$ cat config.mk
export PLATFORM = sky130hd
export DESIGN_NAME = regfile_wb_arbiter_flat
export DESIGN_NICKNAME = d
export VERILOG_FILES = /design/src/rtl/regfile_wb_arbiter_if.sv /design/src/rtl/regfile_wb_arbiter.sv /design/src/flat_wrapper.sv
export SDC_FILE = /design/constraint.sdc
export NUM_CORES = 1
export LEC_CHECK = 0
export BUFFER_PORTS_ARGS = -buffer_cell sky130_fd_sc_hd__buf_2
export CORE_MARGIN = 2
export CORE_UTILIZATION = 44
export DETAILED_ROUTE_END_ITERATION = 7
export HOLD_SLACK_MARGIN = 0.03
export PLACE_DENSITY = 0.81
export SYNTH_ARGS = -nofsm -noshare
export SYNTH_HDL_FRONTEND = slang
export SYNTH_SLANG_ARGS = --single-unit
$ cat constraint.sdc
create_clock -name clock -period 3.89 [get_ports clock]
set_input_delay 1.167 -clock clock [delete_from_list [all_inputs] [get_ports clock]]
set_output_delay 1.167 -clock clock [all_outputs]
set_load 0.01 [all_outputs]
$ cat src/rtl/regfile_wb_arbiter_if.sv
// rtl/regfile_wb_arbiter_if.sv - writeback request and register-file write port bundle
// The arbiter takes the slave side; requesters and the register file see the master side.
interface regfile_wb_arbiter_if #(
   parameter int NREQ = 3
);
   logic                 wb_hold;
   logic [NREQ-1:0]      req_valid;
   logic [NREQ-1:0]      req_ready;
   logic [NREQ*5-1:0]    req_rd;
   logic [NREQ*32-1:0]   req_data;
   logic                 wb_regwrite;
   logic [4:0]           wb_rd;
   logic [31:0]          writedata;
   logic [2:0]           wb_src;

   modport master (
      output wb_hold,
      output req_valid,
      output req_rd,
      output req_data,
      input  req_ready,
      input  wb_regwrite,
      input  wb_rd,
      input  writedata,
      input  wb_src
   );

   modport slave (
      input  wb_hold,
      input  req_valid,
      input  req_rd,
      input  req_data,
      output req_ready,
      output wb_regwrite,
      output wb_rd,
      output writedata,
      output wb_src
   );
endinterface

$ cat src/rtl/regfile_wb_arbiter.sv
// rtl/regfile_wb_arbiter.sv - register-file writeback arbiter: req 0 priority with burst limit, round-robin for the rest
// Optional conflict statistics counter enabled by RF_WB_STATS_EN.
module regfile_wb_arbiter #(
   parameter int NREQ      = 3,
   parameter int MAX_BURST = 4,
   parameter int CNT_W     = 16
) (
   input  logic               clock,
   input  logic               reset,
   regfile_wb_arbiter_if.slave bus
`ifdef RF_WB_STATS_EN
   ,
   output logic [CNT_W-1:0]   conflict_cnt
`endif
);

   localparam int             IW     = 3;
   localparam logic [3:0]     MAX_B  = 4'(MAX_BURST);
   localparam logic [IW-1:0]  LAST   = IW'(NREQ - 1);
   localparam logic [IW-1:0]  FIRST  = IW'(1);

   typedef enum logic [0:0] {
      S_PRIO = 1'b0,
      S_FAIR = 1'b1
   } state_t;

   state_t          r_state;
   state_t          w_state_nxt;
   logic [3:0]      r_burst_cnt;
   logic [3:0]      w_burst_nxt;
   logic [IW-1:0]   r_rr_ptr;
   logic [IW-1:0]   w_rr_nxt;

   logic            r_wb_regwrite;
   logic [4:0]      r_wb_rd;
   logic [31:0]     r_writedata;
   logic [2:0]      r_wb_src;

   logic            w_other_valid;
   logic            w_hi_found;
   logic [IW-1:0]   w_hi_idx;
   logic            w_lo_found;
   logic [IW-1:0]   w_lo_idx;
   logic            w_rr_found;
   logic [IW-1:0]   w_rr_idx;
   logic            w_grant_any;
   logic [IW-1:0]   w_grant_idx;
   logic [NREQ-1:0] w_ready;
   logic [4:0]      w_sel_rd;
   logic [31:0]     w_sel_data;

   assign w_other_valid = |bus.req_valid[NREQ-1:1];

   // Round-robin pick: lowest valid index at or above the pointer, else lowest valid overall (wrap).
   always_comb begin
      w_hi_found = 1'b0;
      w_hi_idx   = '0;
      w_lo_found = 1'b0;
      w_lo_idx   = '0;
      for (int i = NREQ - 1; i >= 1; i--) begin
         if (bus.req_valid[i]) begin
            w_lo_found = 1'b1;
            w_lo_idx   = IW'(i);
            if (IW'(i) >= r_rr_ptr) begin
               w_hi_found = 1'b1;
               w_hi_idx   = IW'(i);
            end
         end
      end
      w_rr_found = w_hi_found | w_lo_found;
      w_rr_idx   = w_hi_found ? w_hi_idx : w_lo_idx;
   end

   always_comb begin
      w_grant_any = 1'b0;
      w_grant_idx = '0;
      if (!bus.wb_hold && !reset) begin
         if (r_state == S_PRIO && bus.req_valid[0] &&
             (!w_other_valid || r_burst_cnt < MAX_B)) begin
            w_grant_any = 1'b1;
            w_grant_idx = '0;
         end else if (w_rr_found) begin
            w_grant_any = 1'b1;
            w_grant_idx = w_rr_idx;
         end else if (bus.req_valid[0]) begin
            w_grant_any = 1'b1;
            w_grant_idx = '0;
         end
      end
   end

   always_comb begin
      w_ready = '0;
      for (int i = 0; i < NREQ; i++) begin
         w_ready[i] = w_grant_any && (w_grant_idx == IW'(i));
      end
   end

   assign bus.req_ready = w_ready;

   always_comb begin
      w_sel_rd   = '0;
      w_sel_data = '0;
      for (int i = 0; i < NREQ; i++) begin
         if (w_grant_idx == IW'(i)) begin
            w_sel_rd   = bus.req_rd[5*i +: 5];
            w_sel_data = bus.req_data[32*i +: 32];
         end
      end
   end

   // The burst count only matters while someone else is waiting; hold freezes everything.
   always_comb begin
      w_state_nxt = r_state;
      w_burst_nxt = r_burst_cnt;
      w_rr_nxt    = r_rr_ptr;
      if (!bus.wb_hold) begin
         if (!w_other_valid) begin
            w_burst_nxt = '0;
            w_state_nxt = S_PRIO;
         end else if (w_grant_any && w_grant_idx == '0) begin
            w_burst_nxt = (r_burst_cnt == MAX_B) ? MAX_B : r_burst_cnt + 4'd1;
            if (w_burst_nxt == MAX_B) begin
               w_state_nxt = S_FAIR;
            end
         end else if (w_grant_any) begin
            w_burst_nxt = '0;
            w_state_nxt = S_PRIO;
         end
         if (w_grant_any && w_grant_idx != '0) begin
            w_rr_nxt = (w_grant_idx == LAST) ? FIRST : w_grant_idx + IW'(1);
         end
      end
   end

   always_ff @(posedge clock or posedge reset) begin
      if (reset) begin
         r_state     <= S_PRIO;
         r_burst_cnt <= '0;
         r_rr_ptr    <= FIRST;
      end else begin
         r_state     <= w_state_nxt;
         r_burst_cnt <= w_burst_nxt;
         r_rr_ptr    <= w_rr_nxt;
      end
   end

   // An x0 destination still completes the handshake but never enables the write.
   always_ff @(posedge clock or posedge reset) begin
      if (reset) begin
         r_wb_regwrite <= 1'b0;
         r_wb_rd       <= '0;
         r_writedata   <= '0;
         r_wb_src      <= '0;
      end else if (w_grant_any) begin
         r_wb_regwrite <= (w_sel_rd != 5'd0);
         r_wb_rd       <= w_sel_rd;
         r_writedata   <= w_sel_data;
         r_wb_src      <= w_grant_idx;
      end else begin
         r_wb_regwrite <= 1'b0;
      end
   end

   assign bus.wb_regwrite = r_wb_regwrite;
   assign bus.wb_rd       = r_wb_rd;
   assign bus.writedata   = r_writedata;
   assign bus.wb_src      = r_wb_src;

`ifdef RF_WB_STATS_EN
   logic [3:0]       w_nvalid;
   logic             w_conflict;
   logic [CNT_W-1:0] r_conflict_cnt;

   always_comb begin
      w_nvalid = '0;
      for (int i = 0; i < NREQ; i++) begin
         w_nvalid = w_nvalid + {3'b000, bus.req_valid[i]};
      end
      w_conflict = (w_nvalid >= 4'd2);
   end

   always_ff @(posedge clock or posedge reset) begin
      if (reset) begin
         r_conflict_cnt <= '0;
      end else if (w_conflict && !(&r_conflict_cnt)) begin
         r_conflict_cnt <= r_conflict_cnt + CNT_W'(1);
      end
   end

   assign conflict_cnt = r_conflict_cnt;
`endif

endmodule

$ cat src/flat_wrapper.sv
// flat-port wrapper written by rule: the top's interface ports become plain ports
module regfile_wb_arbiter_flat 
#(
   parameter int NREQ      = 3,
   parameter int MAX_BURST = 4,
   parameter int CNT_W     = 16
)
  (clock, reset, bus_wb_hold, bus_req_valid, bus_req_rd, bus_req_data, bus_req_ready, bus_wb_regwrite, bus_wb_rd, bus_writedata, bus_wb_src);
  regfile_wb_arbiter_if #(.NREQ(NREQ)) bus_i ();
  input  logic clock;
  input  logic reset;
  input wire logic [$bits(bus_i.wb_hold)-1:0] bus_wb_hold;
  input wire logic [$bits(bus_i.req_valid)-1:0] bus_req_valid;
  input wire logic [$bits(bus_i.req_rd)-1:0] bus_req_rd;
  input wire logic [$bits(bus_i.req_data)-1:0] bus_req_data;
  output wire logic [$bits(bus_i.req_ready)-1:0] bus_req_ready;
  output wire logic [$bits(bus_i.wb_regwrite)-1:0] bus_wb_regwrite;
  output wire logic [$bits(bus_i.wb_rd)-1:0] bus_wb_rd;
  output wire logic [$bits(bus_i.writedata)-1:0] bus_writedata;
  output wire logic [$bits(bus_i.wb_src)-1:0] bus_wb_src;
  assign bus_i.wb_hold = bus_wb_hold;
  assign bus_i.req_valid = bus_req_valid;
  assign bus_i.req_rd = bus_req_rd;
  assign bus_i.req_data = bus_req_data;
  assign bus_req_ready = bus_i.req_ready;
  assign bus_wb_regwrite = bus_i.wb_regwrite;
  assign bus_wb_rd = bus_i.wb_rd;
  assign bus_writedata = bus_i.writedata;
  assign bus_wb_src = bus_i.wb_src;
  regfile_wb_arbiter #(.NREQ(NREQ), .MAX_BURST(MAX_BURST), .CNT_W(CNT_W)) u_core (.clock(clock), .reset(reset), .bus(bus_i));
endmodule
==> results.toml, run 1 <==
[drt]
drc_errors = 0
ant_nets = 0
wirelength_mm = 6.678
vias = 2556
dr.pass1.iters = 4
vias_per_cell = 5.185
wire_per_inst_um = 13.55
drt_iter0_markers = 72

[layout]
drive_above_1_share_pct = 43.30
area_delta_synth_final_pct = 35.77
fin_nets = 536
stdcell_area_um2 = 3618
diodes = 0

[global_route]
track_usage_pct = 19.92
grt_max_degree = 78
overflow = 0
antenna_found_initial = 0
grt_pass1_vias = 2411
grt_pass1_wl_mm = 10.38

[clock_network]
cts-root-buf = "clkbuf_8"
cts_buffers = 5
cts_max_level = 2
cts_hold_buf = 0
cts_sinks = 48
insertion_delay_ns = 0.29
cts_tree = "done"
post_cts_buffers = 0
ctsLongestPathBuffers = 2
clk_pin_slew_ns = 0.08
post_cts_resized = 0

[flow_run]
max_cap_violations = 0

[yosys]
synth_seq_cells = 48
synth_ff_type = "dfrtp_1"
async_flop_share_pct = 100.0
synth_seq_area_share_pct = 45.12
syn_avg_cell_area_um2 = 9.871
synth_cells = 270
yosys_warnings = 0
yosys.area.top_type = "dfrtp_1"
yosysMostFrequentCell = "dfrtp_1"
synth_area_leaders = "dfrtp_1, mux2i_1, a211oi_1"
synth_edf_count = 0
synth_cell_types = 38
synth_commonest_cells = "dfrtp_1, nor2_1, a211oi_1, a21o_1, mux2i_1"
yosys.area.top_type_share_pct = 44.13
synth_fp_nets = 389
netlist_area_um2 = 2665

[timing]
min_period_over_period_pct = 89.40
relSlewSlack_pct = 36.09
tns_ns = 0
clock.fmax_mhz = 287.6
rsz0062_at_grt = "no"
setup_viol = 0
layout_min_cycle_time_ns = 3.477
tightest_slew_ns = 0.9573
final_max_slew_viol_count = 0
hold_viol = 0
finClkSkew_ns = 0.005765

[worst_hold_path]
hp-class = "flip-flop to flip-flop"

[worst_setup_path]
reg2reg_to = "u_core.bus.wb_regwrite"
crit_path_end = "bus_req_ready[0]"
r2r_cells = 6
critPathCaptureType = "output pin"
path_cells = "buf_2 -> or4b_4 -> and3_1 -> nor2_1 -> buf_2"
cp_max_fo = 6
rrSetupSlack_ns = 1.37
crit_path_max_incr_delay_ns = 0.49
cpMaxStageDelayCell = "or4b_4"
critPathLaunchType = "input pin"
crit_path_start = "bus_req_valid[0]"
required_ns = 2.72
worstReg2RegStart = "u_core.r_burst_cnt[2]"
worst_path_most_repeated_cell = "buf_2"
arrival_ns = 2.31
path_class = "input pin to output pin"

[floorplan]
rows = 28
core_area_um2 = 5886
die_area_um2 = 6695
start_util_pct = 45.28
ios = 161
die_w_um = 81.83
die_h_um = 81.83

[power]
ir_worst_vdd_mv = 0.1793
power_density_nw_per_um2 = 366.4
power.leakage_nw = 2.236

[outcome]
outcome = "finished, final reports clean"

[placed_design]
dpl_cell_area_um2 = 3492
place_hpwl_mm = 5.016
io_buffers = 159
gp_congestion = 0.7946
state kept, by name (all words and copies together), names as in the netlist:
name                    flops
u_core.bus.wb_rd            5
u_core.bus.wb_regwrite      1
u_core.bus.wb_src           2
u_core.bus.writedata       32
u_core.r_burst_cnt          4
u_core.r_rr_ptr             3
u_core.r_state              1
how the worst min path moves through the flow:
stage	startpoint	endpoint	slack, ns	cells past startpoint
after floorplan	u_core.r_rr_ptr[0]	u_core.r_rr_ptr[0]	0.44	2
after global placement	u_core.bus.wb_src[0]	u_core.bus.wb_src[0]	0.45	2
final	u_core.bus.writedata[10]	u_core.bus.writedata[10]	0.47	1
after detailed placement	u_core.bus.writedata[20]	u_core.bus.writedata[20]	0.46	1
after CTS	u_core.bus.writedata[20]	u_core.bus.writedata[20]	0.48	1
after global routing	u_core.bus.writedata[1]	u_core.bus.writedata[1]	0.48	1
routing by layer:
layer | share of wire (%) | global-route usage [%]
met5 | 0 | 0
met4 | 0.51 | 5.667
met3 | 6.7 | 4.725
met2 | 52 | 36.91
met1 | 41 | 22.64
stage by stage:
step	setup WS, ns	std cells	power (mW)	hold WS, ns	utilization [%]
after floorplan	0.3661	270	0.7960	0.4360	-
after global placement	0.4526	485	0.9432	0.4534	59.33
after detailed placement	0.4094	485	0.9577	0.4600	59.33
after CTS	0.4082	493	1.345	0.4792	61.48
after global routing	0.3456	493	1.408	0.4848	61.48
final	0.4125	493	1.326	0.4729	61.48
cell usage in the layout, fill, tap and decap left out, types with 2 or more instances in the layout:
cell and n:
buf_2 159, dfrtp_1 47, nor2_1 37, a21o_1 33, mux2i_1 33, a211oi_1 33
nand2_1 16, o21ai_0 7, clkbuf_8 7, inv_1 6, buf_4 4, o22ai_1 3
nor2b_1 2, a21oi_1 2, nand3_1 2, inv_2 2, o31ai_1 2, o22a_1 2
ha_1 2
critical path, delay by kind of cell:
kind	cells	cell delay (ns)
and+or+nand+nor	3	0.89
buffers and inverters	2	0.26
cell type report:
class | instances | area, um2
Multi-Input combinational cell | 191 | 1340
Clock inverter | 1 | 30.03
Clock buffer | 7 | 96.34
Sequential cell | 48 | 1202
Inverter | 8 | 30.03
Fill cell | 538 | 2267
Timing Repair Buffer | 163 | 825.8
Tap cell | 75 | 93.84
cells by family after synthesis:
| group | after synthesis | share of synthesized area [%] |
|---|---|---|
| other | 1 | 0.1407 |
| and+or+nand+nor | 66 | 10.94 |
| adders and majority gates | 2 | 0.9388 |
| DFF | 48 | 45.12 |
| AOI/OAI and AO/OA | 88 | 24.41 |
| buffers and inverters | 31 | 5.493 |
| muxes | 34 | 12.96 |
where the power goes:
| group | switching [mW] | total, mW | internal (mW) | leakage [nW] |
|---|---|---|---|---|
| combinational | 0.167 | 0.330 | 0.162 | 1.57 |
| clock | 0.155 | 0.382 | 0.227 | 0.0645 |
| sequential | 0.0404 | 0.614 | 0.574 | 0.601 |
| total | 0.363 | 1.33 | 0.963 | 2.24 |
(Power assumes the default switching activity.)
==> run 2: changes to the inputs <==
Clock period 3.89 ns to 3.7 ns, I/O delays scaled along.
==> run 2 against run 1 <==
Against the previous run: wire length down 1.1%; sequential share of layout area up 0.45 points; register-to-register slack worse by 0.19 ns; critical endpoint unchanged; sequential cell count unchanged; largest power group unchanged; clock power down 25%; clock skew up 0.0046 ns.
==> results.toml, run 2 (synthesis results as in run 1) <==
[outcome]
outcome = "finished, final reports clean"

[global_route]
grt_max_degree = 78
grt_pass1_wl_mm = 10.32
track_usage_pct = 19.55
overflow = 0
grt_pass1_vias = 2368
antenna_found_initial = 0

[clock_network]
cts_hold_buf = 0
cts_tree = "done"
cts_sinks = 48
post_cts_resized = 0
clk_pin_slew_ns = 0.09
cts_buffers = 5
cts_max_level = 2
ctsLongestPathBuffers = 2
cts-root-buf = "clkbuf_8"
post_cts_buffers = 0
insertion_delay_ns = 0.29

[timing]
final_max_slew_viol_count = 0
hold_viol = 0
min_period_over_period_pct = 90.72
tns_ns = 0
tightest_slew_ns = 0.9547
relSlewSlack_pct = 36.26
finClkSkew_ns = 0.01037
clock.fmax_mhz = 297.9
setup_viol = 0
layout_min_cycle_time_ns = 3.357
rsz0062_at_grt = "no"

[power]
pwr-share-comb_pct = 27.1
power.switching_mw = 0.3726
seqPwrFrac_pct = 50.5
ir_worst_vdd_mv = 0.1747
swShare_pct = 29.21
power_density_nw_per_um2 = 357.3
p_int_mw = 0.9028
clockPowerShare_pct = 22.4
power.leakage_nw = 2.212

[layout]
drive_above_1_share_pct = 42.93
stdcell_area_um2 = 3570
fin_nets = 536
largest_reg_flops = 32
stdcell_count = 492
area_delta_synth_final_pct = 33.94
final_common_cell = "buf_2"
diodes = 0
final_cell_mix = "buf_2, dfrtp_1, nor2_1"

[floorplan]
start_util_pct = 45.28
die_area_um2 = 6695
die_w_um = 81.83
ios = 161
rows = 28
core_area_um2 = 5886
die_h_um = 81.83

[placed_design]
io_buffers = 159
gp_congestion = 0.7305
dp_cells = 485
dpl_cell_area_um2 = 3492
place_hpwl_mm = 4.946

[drt]
drc_errors = 0
wire_per_inst_um = 13.42
dr.pass1.iters = 4
vias = 2518
vias_per_cell = 5.118
ant_nets = 0
wirelength_mm = 6.604
drt_iter0_markers = 94

[worst_setup_path]
path_class = "input pin to output pin"
required_ns = 2.59
critPathCaptureType = "output pin"
cp_max_fo = 6
arrival_ns = 2.25
critPathLaunchType = "input pin"

[worst_hold_path]
hp-class = "flip-flop to flip-flop"

[flow_run]
max_cap_violations = 0
run 2: changes by cell type in the layout (fill, tap and decap cells not counted):
cell,delta
clkbuf_8,-2
clkbuf_1,+1
clkinv_2,+1
bufinv_16,-1
run 2: critical path, stage by stage:
cell	delay, ns
buf_2	0.12
or4b_4	0.49
and3_1	0.28
nor2_1	0.11
buf_2	0.13
run 2: layer usage:
layer  vias to the layer above  GRT usage [%]  wire, um
li1                       1268              -         -
met1                      1149          22.32      2706
met2                        96          36.34      3358
met3                         5          4.945       490
met4                         0          4.667        49
met5                         -              0         0
run 2: stage by stage:
step                      hold slack [ns]  setup slack, ns  power, mW  utilization (%)
final                              0.4709           0.3435      1.275            60.65
after global routing               0.4947           0.3071      1.355            60.65
after CTS                          0.4776           0.3414      1.292            60.65
after detailed placement           0.4593           0.3425      1.004            59.33
after global placement             0.4540           0.3751     0.9916            59.33
after floorplan                    0.4360           0.2901     0.8368                -
run 2: final timing paths:
kind / slack (ns) / to / cells after the start / startpoint
min reg2reg: 0.47 / u_core.r_rr_ptr[0] / 2 / u_core.r_rr_ptr[0]
max reg2reg: 1.18 / u_core.bus.wb_regwrite / 6 / u_core.r_burst_cnt[2]
max in group asynchronous: 2.04 / u_core.bus.writedata[26] / 2 / reset
min: 0.47 / u_core.r_rr_ptr[0] / 2 / u_core.r_rr_ptr[0]
max: 0.34 / bus_req_ready[0] / 5 / bus_req_valid[0]
min in group asynchronous: 1.06 / u_core.bus.writedata[4] / 2 / reset
run 2: final cells by class:
cell class              count  area [um2]
repair buffers            163       825.8
multi-input cells         191        1340
fillers                   536        2316
clock buffers               6       72.57
clock inverters             1       5.005
flip-flops and latches     48        1202
well taps                  75       93.84
inverters                   8       30.03
run 2: power by group through the flow:
stage	Clock, mW	Combinational, mW	Sequential, mW
after floorplan	0	0.150	0.686
after global placement	0	0.339	0.653
after detailed placement	0	0.350	0.653
after CTS	0.297	0.350	0.645
after global routing	0.316	0.383	0.656
final	0.286	0.345	0.644
==> run 3: changes to the inputs <==
Settings changed: CORE_UTILIZATION 44 to 47, PLACE_DENSITY 0.81 to 0.86.
Clock period 3.7 ns to 3.9 ns, I/O delays scaled along.
==> run 3 against run 2 <==
Against the previous run: sequential cell count is the same; clock power shrank 7%; clock-buffer cell count is the same; non-clock buffer count is the same; critical path depth is the same; register-to-register slack gained 0.25 ns; highest routed layer unchanged.
==> results.toml, run 3 (synthesis results as in run 1) <==
[timing]
min_period_over_period_pct = 88.91
layout_min_cycle_time_ns = 3.467
relSlewSlack_pct = 35.80
holdWs_ns = 0.4666
final_max_slew_viol_count = 0
rsz0062_at_grt = "no"
clock.fmax_mhz = 288.4
finClkSkew_ns = 0.006066
setup_viol = 0
hold_viol = 0
tns_ns = 0
tightest_slew_ns = 0.9616

[layout]
utilization_pct = 64.76
final_cell_mix = "buf_2, dfrtp_1, nor2_1"
area_delta_synth_final_pct = 33.80
largest_reg_flops = 32
fin_nets = 536
diodes = 0
stdcell_area_um2 = 3566
drive_above_1_share_pct = 42.93
final_common_cell = "buf_2"

[clock_network]
ctsLongestPathBuffers = 2
clk_pin_slew_ns = 0.08
post_cts_resized = 0
insertion_delay_ns = 0.28
cts_sinks = 48
cts_tree = "done"
cts-root-buf = "clkbuf_8"
cts_hold_buf = 0
cts_max_level = 2
cts_buffers = 5
post_cts_buffers = 0

[floorplan]
rows = 27
ios = 161
start_util_pct = 48.40
die_h_um = 79.30
die_area_um2 = 6288
die_w_um = 79.30
core_area_um2 = 5507

[global_route]
grt_pass1_vias = 2455
track_usage_pct = 20.99
grt_max_degree = 78
grt_pass1_wl_mm = 10.69
antenna_found_initial = 0
overflow = 0

[drt]
drc_errors = 0
drt_iter0_markers = 168
vias_per_cell = 5.149
vias = 2518
wirelength_mm = 6.508
dr.pass1.iters = 4
wire_per_inst_um = 13.31
ant_nets = 0

[worst_setup_path]
worst_path_most_repeated_cell = "buf_2"
critPathCaptureType = "output pin"
required_ns = 2.73
cpMaxStageDelayCell = "or4b_4"
critPathLaunchType = "input pin"
path_cells = "buf_2 -> or4b_4 -> and3_1 -> nor2_1 -> buf_2"
crit_buf_inv = 2
cp_max_fo = 6
arrival_ns = 2.30
crit_path_max_incr_delay_ns = 0.49
path_class = "input pin to output pin"
crit_family = "simple AND/OR/NAND/NOR gates"

[power]
power_density_nw_per_um2 = 339.2
ir_worst_vdd_mv = 0.1695
power.leakage_nw = 2.212

[placed_design]
gp_congestion = 0.7767
io_buffers = 159
dpl_cell_area_um2 = 3488
place_hpwl_mm = 4.931

[outcome]
outcome = "finished, final reports clean"

[flow_run]
max_cap_violations = 0

[worst_hold_path]
hp-class = "flip-flop to flip-flop"
-- run 3: cell counts in the layout (fill, tap and decap cells not counted) --
Identical to the previous run, type by type.
-- run 3: stage by stage --
stage	std cells	setup slack, ns	total power [mW]
6_report	489	0.4326	1.210
5_1_grt	489	0.4011	1.285
4_1_cts	489	0.4351	1.226
3_5_place_dp	482	0.4349	0.9551
3_3_place_gp	482	0.4637	0.9395
2_1_floorplan	270	0.3701	0.7939
-- run 3: area by class of cell --
type,count,area [um2]
fillers,467,1941
multi-input cells,191,1340
flip-flops and latches,48,1202
repair buffers,163,825.8
well taps,72,90.09
clock buffers,6,72.57
inverters,8,30.03
clock inverters,1,5.005
-- run 3: where the power goes --
group / internal (mW) / total (mW) / leakage, nW / switching (mW)
sequential: 0.573 / 0.614 / 0.601 / 0.0418
combinational: 0.162 / 0.328 / 1.57 / 0.166
clock: 0.122 / 0.267 / 0.0410 / 0.145
total: 0.857 / 1.21 / 2.21 / 0.353
-- run 3: per-layer routing --
metal	track usage, %	routed length [um]	up-vias
met2	38.31	3380	100
met4	5.172	23	0
met5	0	0	-
met3	4.091	436	2
met1	25.35	2667	1148
li1	-	-	1268
-- run 3: tightest hold or removal path: cells and delay by family (launching register included) --
family | cells | cell delay, ns
flops | 1 | 0.38
simple gates | 2 | 0.09
-- run 3: path summary, 6_finish.rpt --
check                      slack [ns]                  start  cells after the start                        to
setup / recovery                 0.43       bus_req_valid[0]                      5          bus_req_ready[0]
hold / removal                   0.47     u_core.r_rr_ptr[0]                      2        u_core.r_rr_ptr[0]
setup reg to reg                 1.43  u_core.r_burst_cnt[2]                      6    u_core.bus.wb_regwrite
hold reg to reg                  0.47     u_core.r_rr_ptr[0]                      2        u_core.r_rr_ptr[0]
max in group asynchronous        2.17                  reset                      2  u_core.bus.writedata[14]
min in group asynchronous        1.14                  reset                      2        u_core.r_rr_ptr[2]
